===== src/rtl/rr_mux_4x1.sv =====
// rr_mux_4x1: merges four valid/ready streams onto one registered output.
// Round-robin grant; out_sel records the source channel of the held beat.
module rr_mux_4x1 #(
    parameter int WIDTH = 8
) (
    input  logic               clk,
    input  logic               rst_n,
    input  logic [3:0]         in_valid,
    input  logic [4*WIDTH-1:0] in_data,
    output logic [3:0]         in_ready,
    output logic               out_valid,
    output logic [WIDTH-1:0]   out_data,
    output logic [1:0]         out_sel,
    input  logic               out_ready
);

    logic [1:0]       prio_q, prio_d;
    logic             valid_q, valid_d;
    logic [WIDTH-1:0] data_q, data_d;
    logic [1:0]       sel_q, sel_d;

    logic       load_en;
    logic       grant;
    logic [1:0] g;
    logic [1:0] idx;

    assign load_en = ~valid_q | out_ready;

    // Search downwards so the lowest offset from prio wins.
    always_comb begin
        g   = prio_q;
        idx = prio_q;
        for (int i = 3; i >= 0; i--) begin
            idx = prio_q + 2'(i);
            if (in_valid[idx]) g = idx;
        end
    end

    // rst_n gating keeps in_ready low during reset.
    assign grant    = (|in_valid) & load_en & rst_n;
    assign in_ready = grant ? (4'b0001 << g) : 4'b0000;

    always_comb begin
        prio_d  = prio_q;
        valid_d = valid_q;
        data_d  = data_q;
        sel_d   = sel_q;
        if (grant) begin
            data_d  = in_data[int'(g)*WIDTH +: WIDTH];
            sel_d   = g;
            valid_d = 1'b1;
            prio_d  = g + 2'd1;
        end else if (valid_q & out_ready) begin
            valid_d = 1'b0;
        end
    end

    always_ff @(posedge clk or negedge rst_n) begin
        if (!rst_n) begin
            prio_q  <= '0;
            valid_q <= 1'b0;
            data_q  <= '0;
            sel_q   <= '0;
        end else begin
            prio_q  <= prio_d;
            valid_q <= valid_d;
            data_q  <= data_d;
            sel_q   <= sel_d;
        end
    end

    assign out_valid = valid_q;
    assign out_data  = data_q;
    assign out_sel   = sel_q;

endmodule


===== config.mk =====
export PLATFORM = sky130hd
export DESIGN_NAME = rr_mux_4x1
export DESIGN_NICKNAME = d
export VERILOG_FILES = /design/src/rtl/rr_mux_4x1.sv
export SDC_FILE = /design/constraint.sdc
export NUM_CORES = 1
export LEC_CHECK = 0
export BUFFER_PORTS_ARGS = -buffer_cell sky130_fd_sc_hd__clkbuf_2
export CAP_MARGIN = 10
export CELL_PAD_IN_SITES_DETAIL_PLACEMENT = 0
export CELL_PAD_IN_SITES_GLOBAL_PLACEMENT = 1
export CORE_ASPECT_RATIO = 1.25
export CORE_MARGIN = 2
export CORE_UTILIZATION = 29
export DETAILED_ROUTE_END_ITERATION = 10
export GPL_ROUTABILITY_DRIVEN = 0
export PLACE_DENSITY_LB_ADDON = 0.1
export REMOVE_ABC_BUFFERS = 1
export SYNTH_ARGS = -nofsm -noshare
export SYNTH_HDL_FRONTEND = slang
export SYNTH_SLANG_ARGS = --single-unit
export TNS_END_PERCENT = 30

===== constraint.sdc =====
create_clock -name clk -period 2.3 [get_ports clk]
set_clock_uncertainty 0.15 [all_clocks]
set_input_delay 0.575 -clock clk [delete_from_list [all_inputs] [get_ports clk]]
set_output_delay 0.575 -clock clk [all_outputs]
set_load 0.03 [all_outputs]

==> impl_metrics.ini, run 1 <==
[setup_path]
cp-start-kind = primary input
required_ns = 1.57
cp.arrival_ns = 1.83
path_class = primary input to output pin
end_kind = output pin
critical_path_peak_fanout = 7

[global_route]
antenna_found_initial = 0
track_usage = 0.1548
grt_max_degree = 14
grt_pass1_wl_um = 4871
grt_pass1_vias = 1086
grt_remaining_overflow = 0

[cells_and_area]
areaGrowthSynthToFinish_pct = 55.53
drive_gt1_frac = 0.6500
multi_input_area_um2 = 679.4
num-fill-cells = 355
utilization = 0.4688
insertedDiodeCount = 0
nets = 220
seqCellArea_um2 = 325.3
final_common_cell = clkbuf_2
layout_common_cells = clkbuf_2, buf_4, a211oi_2
stdcell_count = 219

[sta]
finalMaxSlewViolations = 0
report.final.setup_viol = 4
period_minus_slack_ns = 2.552
slew_headroom = 0.7477
final-hold-violation-count = 0
grt_setup_unrepaired = true
setup_slack_ns = -0.2518
fmax_mhz = 391.9
period_share = 1.109
tightestPinTransition_ns = 0.3785

[logic_synthesis]
synth_area_leader_cell = dfrtp_1
async_reset_ff_frac = 1.000
synth_top_area_share = 0.3125
synth.ff_latch_count = 13
synthDistinctLibCells = 31
synth_ff_type = dfrtp_1
synth_edf_count = 0
yosys-top-cells-area = dfrtp_1, a211oi_2, mux2i_1, a211oi_1, buf_6
syn_area_um2 = 1041
yosys_warnings = 0
yosysSeqAreaShare = 0.3125
syn_inst = 102
postSynthAreaPerCell_um2 = 10.21

[drt]
viasPerCell = 4.845
finalWirelength_um = 3018
drc = 0
antenna_left = 0
vias = 1061
drt_iter0_markers = 21
drt_pre_antenna_iters = 3
wl_per_cell_um = 13.78

[place]
portBuffers = 53
hpwl_um = 2480
place_inst = 213
pre_cts_ws_ns = -0.4515

[die]
die_h_um = 70.99
initial_core_util = 0.3014
dieArea_um2 = 4088
core_area_um2 = 3453
row_count = 24
die_w_um = 57.59
io_pins = 54

[power_and_ir_drop]
internal-power_uw = 859.8
swShare = 0.4489
finalPower_uw = 1560
pwr-share-clk = 0.137
p_per_area_nw_per_um2 = 963.7
combPwrFrac = 0.614
pwr-share-seq = 0.249
p_sw_uw = 700.4
ir_drop_uv = 622.4
p_leak_uw = 0.0007846

[clock_tree]
hold_buffers = 0
numCtsBuffers = 3
clock_sinks = 13
cts-root-buf = clkbuf_8
cts_tree = done
htreeDepth = 1
clk_pin_slew_worst_paths_ns = 0.06
cts_max_path_buffers = 2
insertion_delay_ns = 0.25

[run_status]
status = complete, but fails checks
failed_checks = negative setup slack

[worst_hold_path]
min_path_type = primary input to async pin

[flow_run]
maxCapViolCount = 0
## path summary, 6_finish.rpt
path | from | endpoint | slack [ns] | cells past startpoint
max | in_valid[2] | in_ready[0] | -0.25 | 6
max reg2reg | prio_q[0] | out_data[0] | 0.30 | 8
min reg2reg | out_valid | out_valid | 0.36 | 2
max in group asynchronous | rst_n | out_sel[0] | 1.62 | 2
min in group clk | out_valid | out_valid | 0.36 | 2
min | rst_n | out_data[4] | 0.20 | 2
## synthesized netlist by cell type (2+ instances only)
cell	count
a211oi_2	16
dfrtp_1	13
nor2_1	10
nand2_1	9
a211oi_1	8
mux2i_1	8
buf_6	4
nor2b_1	4
inv_1	3
o21a_1	3
buf_2	2
nor3_2	2
o21ai_0	2
## layout make-up
class,instances,area share
Clock buffer,4,0.02782
Timing Repair Buffer,81,0.3099
Tap cell,39,0.03014
Multi-Input combinational cell,77,0.4196
Inverter,5,0.01159
Sequential cell,13,0.2009
## per-stage QoR
stage / TNS (ns) / hold WS [ns] / area, µm²
2_1_floorplan: -2.248 / 0.1294 / 982.2
3_5_place_dp: -2.557 / 0.3346 / 1491
6_report: -0.9081 / 0.2012 / 1619
3_3_place_gp: -1.348 / 0.3494 / 1491
5_1_grt: -1.132 / 0.2093 / 1619
4_1_cts: -0.9999 / 0.2034 / 1587
## critical path: stages
cell and delay (ns):
clkbuf_8 0.13, buf_4 0.14, o41ai_2 0.40, nor2b_2 0.16
and3_2 0.24, clkbuf_2 0.18
## flip-flops by register name, summed over array words and instances, names as in the netlist
signal     flops
out_data       8
out_sel        2
prio_q         2
out_valid      1
## logic make-up after synthesis
logic type / count (synthesis) / synth area share
AO/OA/AOI/OAI: 35 / 0.3510
AND/OR/NAND/NOR: 33 / 0.1767
flip-flops: 13 / 0.3125
buffers and inverters: 12 / 0.07451
multiplexers: 8 / 0.07693
XOR/XNOR: 1 / 0.008415
## metal layers
metal | part of all wire | wire length [µm] | GRT usage | vias up
met4 | 0.014 | 42 | 0.05426 | 0
met5 | 0 | 0 | 0 | -
met1 | 0.39 | 1169 | 0.1719 | 499
met3 | 0.046 | 138 | 0.02559 | 4
met2 | 0.55 | 1667 | 0.2891 | 28
li1 | - | - | - | 530
## power by group through the flow
stage | Clock (µW) | Sequential, µW | Combinational, µW
after floorplan | 0 | 552 | 415
after global placement | 0 | 386 | 906
after detailed placement | 0 | 391 | 917
after CTS | 220 | 388 | 942
after global routing | 232 | 400 | 1030
final | 214 | 389 | 958
## what timing repair did
item | 4_1_cts | 5_1_grt
pin swaps | 3 | 4
buffers inserted | 1 | 1
endpoints found under the setup margin | 4 | 4
resized for setup | 9 | 8
(Power assumes the default switching activity.)
==> run 2, diff against run 1 <==
--- a/config.mk
+++ b/config.mk
@@ -15,7 +15,9 @@
 export DETAILED_ROUTE_END_ITERATION = 10
 export GPL_ROUTABILITY_DRIVEN = 0
 export PLACE_DENSITY_LB_ADDON = 0.1
+export RECOVER_POWER = 50
 export REMOVE_ABC_BUFFERS = 1
+export SKIP_LAST_GASP = 1
 export SYNTH_ARGS = -nofsm -noshare
 export SYNTH_HDL_FRONTEND = slang
 export SYNTH_SLANG_ARGS = --single-unit
==> run 2 against run 1 <==
Against the previous run: the run still ends with negative setup slack left; first-iteration DRC count shrank 9.5%; die area is the same; worst hold slack better by 0.15 ns; combinational power decreased by 3.3%; via count down 0.47%; worst setup slack worse by 0.012 ns; final cell count is 0.46% lower; fmax shrank 0.48%; global-route usage fell by 0.074 points; utilization is 1.4 points lower; sequential power about the same; highest routed layer unchanged.
==> impl_metrics.ini, run 2 (synthesis gave the netlist of run 1 again) <==
[sta]
finalMaxSlewViolations = 0
final-hold-violation-count = 0
hold_ws_ns = 0.3559
setup_slack_ns = -0.2642
period_minus_slack_ns = 2.564
report.final.setup_viol = 4
grt_setup_unrepaired = true
slew_headroom = 0.4496
tightestPinTransition_ns = 0.8256
period_share = 1.115
fmax_mhz = 390.0

[global_route]
antenna_found_initial = 0
grt_pass1_vias = 1080
grt_remaining_overflow = 0
grt_pass1_wl_um = 4830
grt_max_degree = 14
track_usage = 0.1541

[setup_path]
crit_slowest_cell = a211o_2
crit_chain = clkbuf_2 > nor2b_2 > o21a_1 > a211o_2 > nand2b_4 > nor3_4 > clkbuf_8
critical_path_peak_fanout = 4
cpPeakStageDelay_ns = 0.30
cp-start-kind = primary input
path_buf_inv = 2
end_kind = output pin
critPathTopFamily = compound AO/OA/AOI/OAI gates
required_ns = 1.57
cp.arrival_ns = 1.84
path_class = primary input to output pin

[die]
dieArea_um2 = 4088
initial_core_util = 0.3014
die_h_um = 70.99
die_w_um = 57.59
io_pins = 54
core_area_um2 = 3453
row_count = 24

[cells_and_area]
num-fill-cells = 358
layout_common_cells = clkbuf_2, buf_4, a211oi_2
nets = 219
areaGrowthSynthToFinish_pct = 50.72
insertedDiodeCount = 0
drive_gt1_frac = 0.6145
largest_reg_flops = 8
utilization = 0.4543
final_common_cell = clkbuf_2

[drt]
vias = 1056
drt_iter0_markers = 19
drt_pre_antenna_iters = 4
wl_per_cell_um = 13.69
drc = 0
finalWirelength_um = 2984
viasPerCell = 4.844
antenna_left = 0

[clock_tree]
cts_tree = done
cts-root-buf = clkbuf_8
clk_pin_slew_worst_paths_ns = 0.06
htreeDepth = 1
insertion_delay_ns = 0.24
numCtsBuffers = 3
clock_sinks = 13
cts_max_path_buffers = 2

[power_and_ir_drop]
finalPower_uw = 1525
p_leak_uw = 0.0007484
p_per_area_nw_per_um2 = 971.9
ir_drop_uv = 605.9

[flow_run]
maxCapViolCount = 0

[place]
hpwl_um = 2480
pre_cts_ws_ns = -0.4515
portBuffers = 53

[run_status]
status = complete, but fails checks
failed_checks = negative setup slack

[worst_hold_path]
min_path_type = flip-flop to flip-flop
==> run 2: layer usage <==
metal | track usage | vias to the layer above | part of all wire
li1 | - | 527 | -
met1 | 0.1686 | 487 | 0.37
met4 | 0.05426 | 0 | 0.013
met2 | 0.2904 | 38 | 0.56
met5 | 0 | - | 0
met3 | 0.02559 | 4 | 0.061
==> run 2: worst min-delay path, delay by kind of cell, from the launching register on <==
kind	cells	cell delay, ns
simple gates	2	0.13
flops	1	0.35
==> run 2: where the power goes <==
part	internal (µW)	leakage [µW]	switching [µW]	total, µW
Combinational	388	0.000580	537	926
Clock	123	0.0000228	89.7	212
Sequential	323	0.000145	64.0	387
Total	834	0.000748	691	1520
==> run 2: through the flow <==
| step | instance area, µm² | TNS (ns) | instances |
|---|---|---|---|
| 2_1_floorplan | 982.2 | -2.248 | 95 |
| 3_3_place_gp | 1491 | -1.348 | 213 |
| 3_5_place_dp | 1491 | -2.557 | 213 |
| 4_1_cts | 1568 | -1.050 | 218 |
| 5_1_grt | 1569 | -1.263 | 218 |
| 6_report | 1569 | -0.9933 | 218 |
==> run 2: worst paths after layout <==
kind                        startpoint     endpoint  slack (ns)  cells after the start
hold reg to reg              out_valid    out_valid        0.36                      2
min in group asynchronous        rst_n  out_data[4]        0.41                      2
hold / removal               out_valid    out_valid        0.36                      2
setup reg to reg             prio_q[0]  out_data[0]        0.30                      7
setup / recovery           in_valid[0]  in_ready[1]       -0.26                      7
max in group asynchronous        rst_n   out_sel[0]        1.08                      2
==> run 2: final cells by class <==
class | instances | area, µm² | area share
Sequential cell | 13 | 325.3 | 0.2073
Clock buffer | 4 | 45.04 | 0.02871
Multi-Input combinational cell | 77 | 660.6 | 0.4211
Tap cell | 39 | 48.80 | 0.03110
Inverter | 5 | 18.77 | 0.01196
Timing Repair Buffer | 80 | 470.5 | 0.2998
==> run 2: timing repair <==
action,in CTS,in global routing
endpoints found under the setup margin,4,4
setup buffers,1,0
hold buffers,0,0
pin swaps,2,3
resized for setup,5,6
hold endpoints to repair,0,0
==> run 3, diff against run 2 <==
--- a/config.mk
+++ b/config.mk
@@ -9,14 +9,13 @@
 export CAP_MARGIN = 10
 export CELL_PAD_IN_SITES_DETAIL_PLACEMENT = 0
 export CELL_PAD_IN_SITES_GLOBAL_PLACEMENT = 1
-export CORE_ASPECT_RATIO = 1.25
 export CORE_MARGIN = 2
 export CORE_UTILIZATION = 29
+export CTS_CLUSTER_SIZE = 24
 export DETAILED_ROUTE_END_ITERATION = 10
 export GPL_ROUTABILITY_DRIVEN = 0
 export PLACE_DENSITY_LB_ADDON = 0.1
 export RECOVER_POWER = 50
-export REMOVE_ABC_BUFFERS = 1
 export SKIP_LAST_GASP = 1
 export SYNTH_ARGS = -nofsm -noshare
 export SYNTH_HDL_FRONTEND = slang
==> run 3 against run 2 <==
Against the previous run: the flow still finishes with violations (negative setup slack); highest routed layer unchanged; worst setup slack improved by 0.029 ns; sequential cell count did not move; utilization rose by 1.6 points; non-clock buffer count down 5; largest cell class unchanged.
==> impl_metrics.ini, run 3 (synthesis gave the netlist of run 1 again) <==
[drt]
wl_per_cell_um = 13.15
finalWirelength_um = 2894
drt_iter0_markers = 18
drc = 0
drt_pre_antenna_iters = 4
antenna_left = 0
viasPerCell = 4.541
vias = 999

[clock_tree]
numCtsBuffers = 3
htreeDepth = 1
insertion_delay_ns = 0.27
clk_pin_slew_worst_paths_ns = 0.09
clock_sinks = 13
cts_max_path_buffers = 2
hold_buffers = 0
cts-root-buf = clkbuf_4
cts_tree = done

[place]
hpwl_um = 2327
placed_cell_area_um2 = 1491
pre_cts_ws_ns = -0.3304
portBuffers = 53

[cells_and_area]
final_common_cell = clkbuf_2
nets = 214
areaGrowthSynthToFinish_pct = 53.13
final_cell_area_um2 = 1594
drive_gt1_frac = 0.6092
insertedDiodeCount = 0
utilization = 0.4703
largest_reg_flops = 8
layout_common_cells = clkbuf_2, buf_4, a211oi_2

[run_status]
failed_checks = negative setup slack
status = complete, but fails checks

[sta]
final-hold-violation-count = 0
finalMaxSlewViolations = 0
tightestPinTransition_ns = 0.8123
period_share = 1.102
setup_slack_ns = -0.2351
period_minus_slack_ns = 2.535
report.final.setup_viol = 4
slew_headroom = 0.4585
hold_ws_ns = 0.3362
grt_setup_unrepaired = true
fmax_mhz = 394.5

[power_and_ir_drop]
p_sw_uw = 690.3
internal-power_uw = 789.8
combPwrFrac = 0.638
p_leak_uw = 0.0007337
p_per_area_nw_per_um2 = 928.5
ir_drop_uv = 411.5
pwr-share-seq = 0.263
swShare = 0.4664
pwr-share-clk = 0.098
finalPower_uw = 1480

[setup_path]
cp-start-kind = primary input
cp.arrival_ns = 1.81
path_class = primary input to output pin
end_kind = output pin
critical_path_peak_fanout = 3
required_ns = 1.57

[die]
io_pins = 54
initial_core_util = 0.3071
dieArea_um2 = 4085
die_w_um = 63.92
die_h_um = 63.92
row_count = 21
core_area_um2 = 3390

[global_route]
grt_pass1_vias = 992
grt_max_degree = 18
grt_remaining_overflow = 0
track_usage = 0.1480
grt_pass1_wl_um = 4636
antenna_found_initial = 0

[logic_synthesis]
synthesis.nets = 141

[worst_hold_path]
min_path_type = primary input to async pin

[flow_run]
maxCapViolCount = 0
## run 3: changes by cell type in the layout (fill, tap and decap cells not counted), moves of 2 or more
cell,delta
buf_4,-6
clkbuf_2,-3
clkbuf_4,+3
nor2b_1,-2
nor2b_4,+2
## run 3: worst max-delay path, stage by stage
cell       delay [ns]
clkbuf_2         0.12
buf_4            0.16
nor3_4           0.22
a2111oi_4        0.07
buf_4            0.16
nor2_2           0.14
and3_4           0.21
clkbuf_8         0.15
## run 3: worst paths after layout
| kind | end | cells past startpoint | startpoint | slack [ns] |
|---|---|---|---|---|
| max | in_ready[0] | 8 | in_valid[3] | -0.24 |
| max reg2reg | out_data[2] | 7 | prio_q[1] | 0.25 |
| min in group clk | out_valid | 2 | out_valid | 0.36 |
| min reg2reg | out_valid | 2 | out_valid | 0.36 |
| min | out_data[6] | 2 | rst_n | 0.34 |
| max in group asynchronous | prio_q[1] | 2 | rst_n | 1.11 |
## run 3: metal layers
metal,vias to the layer above,global-route usage,routed length [µm]
met4,0,0.06522,27
met2,27,0.2396,1455
met1,451,0.1939,1278
li1,519,-,-
met3,2,0.02289,133
met5,-,0,0
## run 3: metrics by stage
stage          TNS, ns  cells
3_3_place_gp    -1.089    214
4_1_cts        -0.8915    219
3_5_place_dp    -1.435    214
6_report       -0.8540    220
5_1_grt         -1.211    220
2_1_floorplan  -0.8435    102
## run 3: area by class of cell
type	count	area, µm²
clock buffer	4	26.28
fill	343	1795
inverter	5	18.77
multi-input combinational	77	700.7
sequential	13	326.6
tap	46	57.56
timing repair buffer	75	464.2
## run 3: timing repair
item                                    CTS  global route
endpoints found under the setup margin    4             4
resized for setup                        13             2
hold endpoints to repair                  0             0
buffers inserted                          1             1
pin swaps                                 7             2
## run 3: power by group through the flow
stage | clock (µW) | sequential (µW) | combinational [µW]
final | 146 | 390 | 945
after global placement | 0 | 388 | 915
after CTS | 153 | 388 | 957
after detailed placement | 0 | 392 | 919
after floorplan | 0 | 555 | 498
after global routing | 170 | 404 | 1010
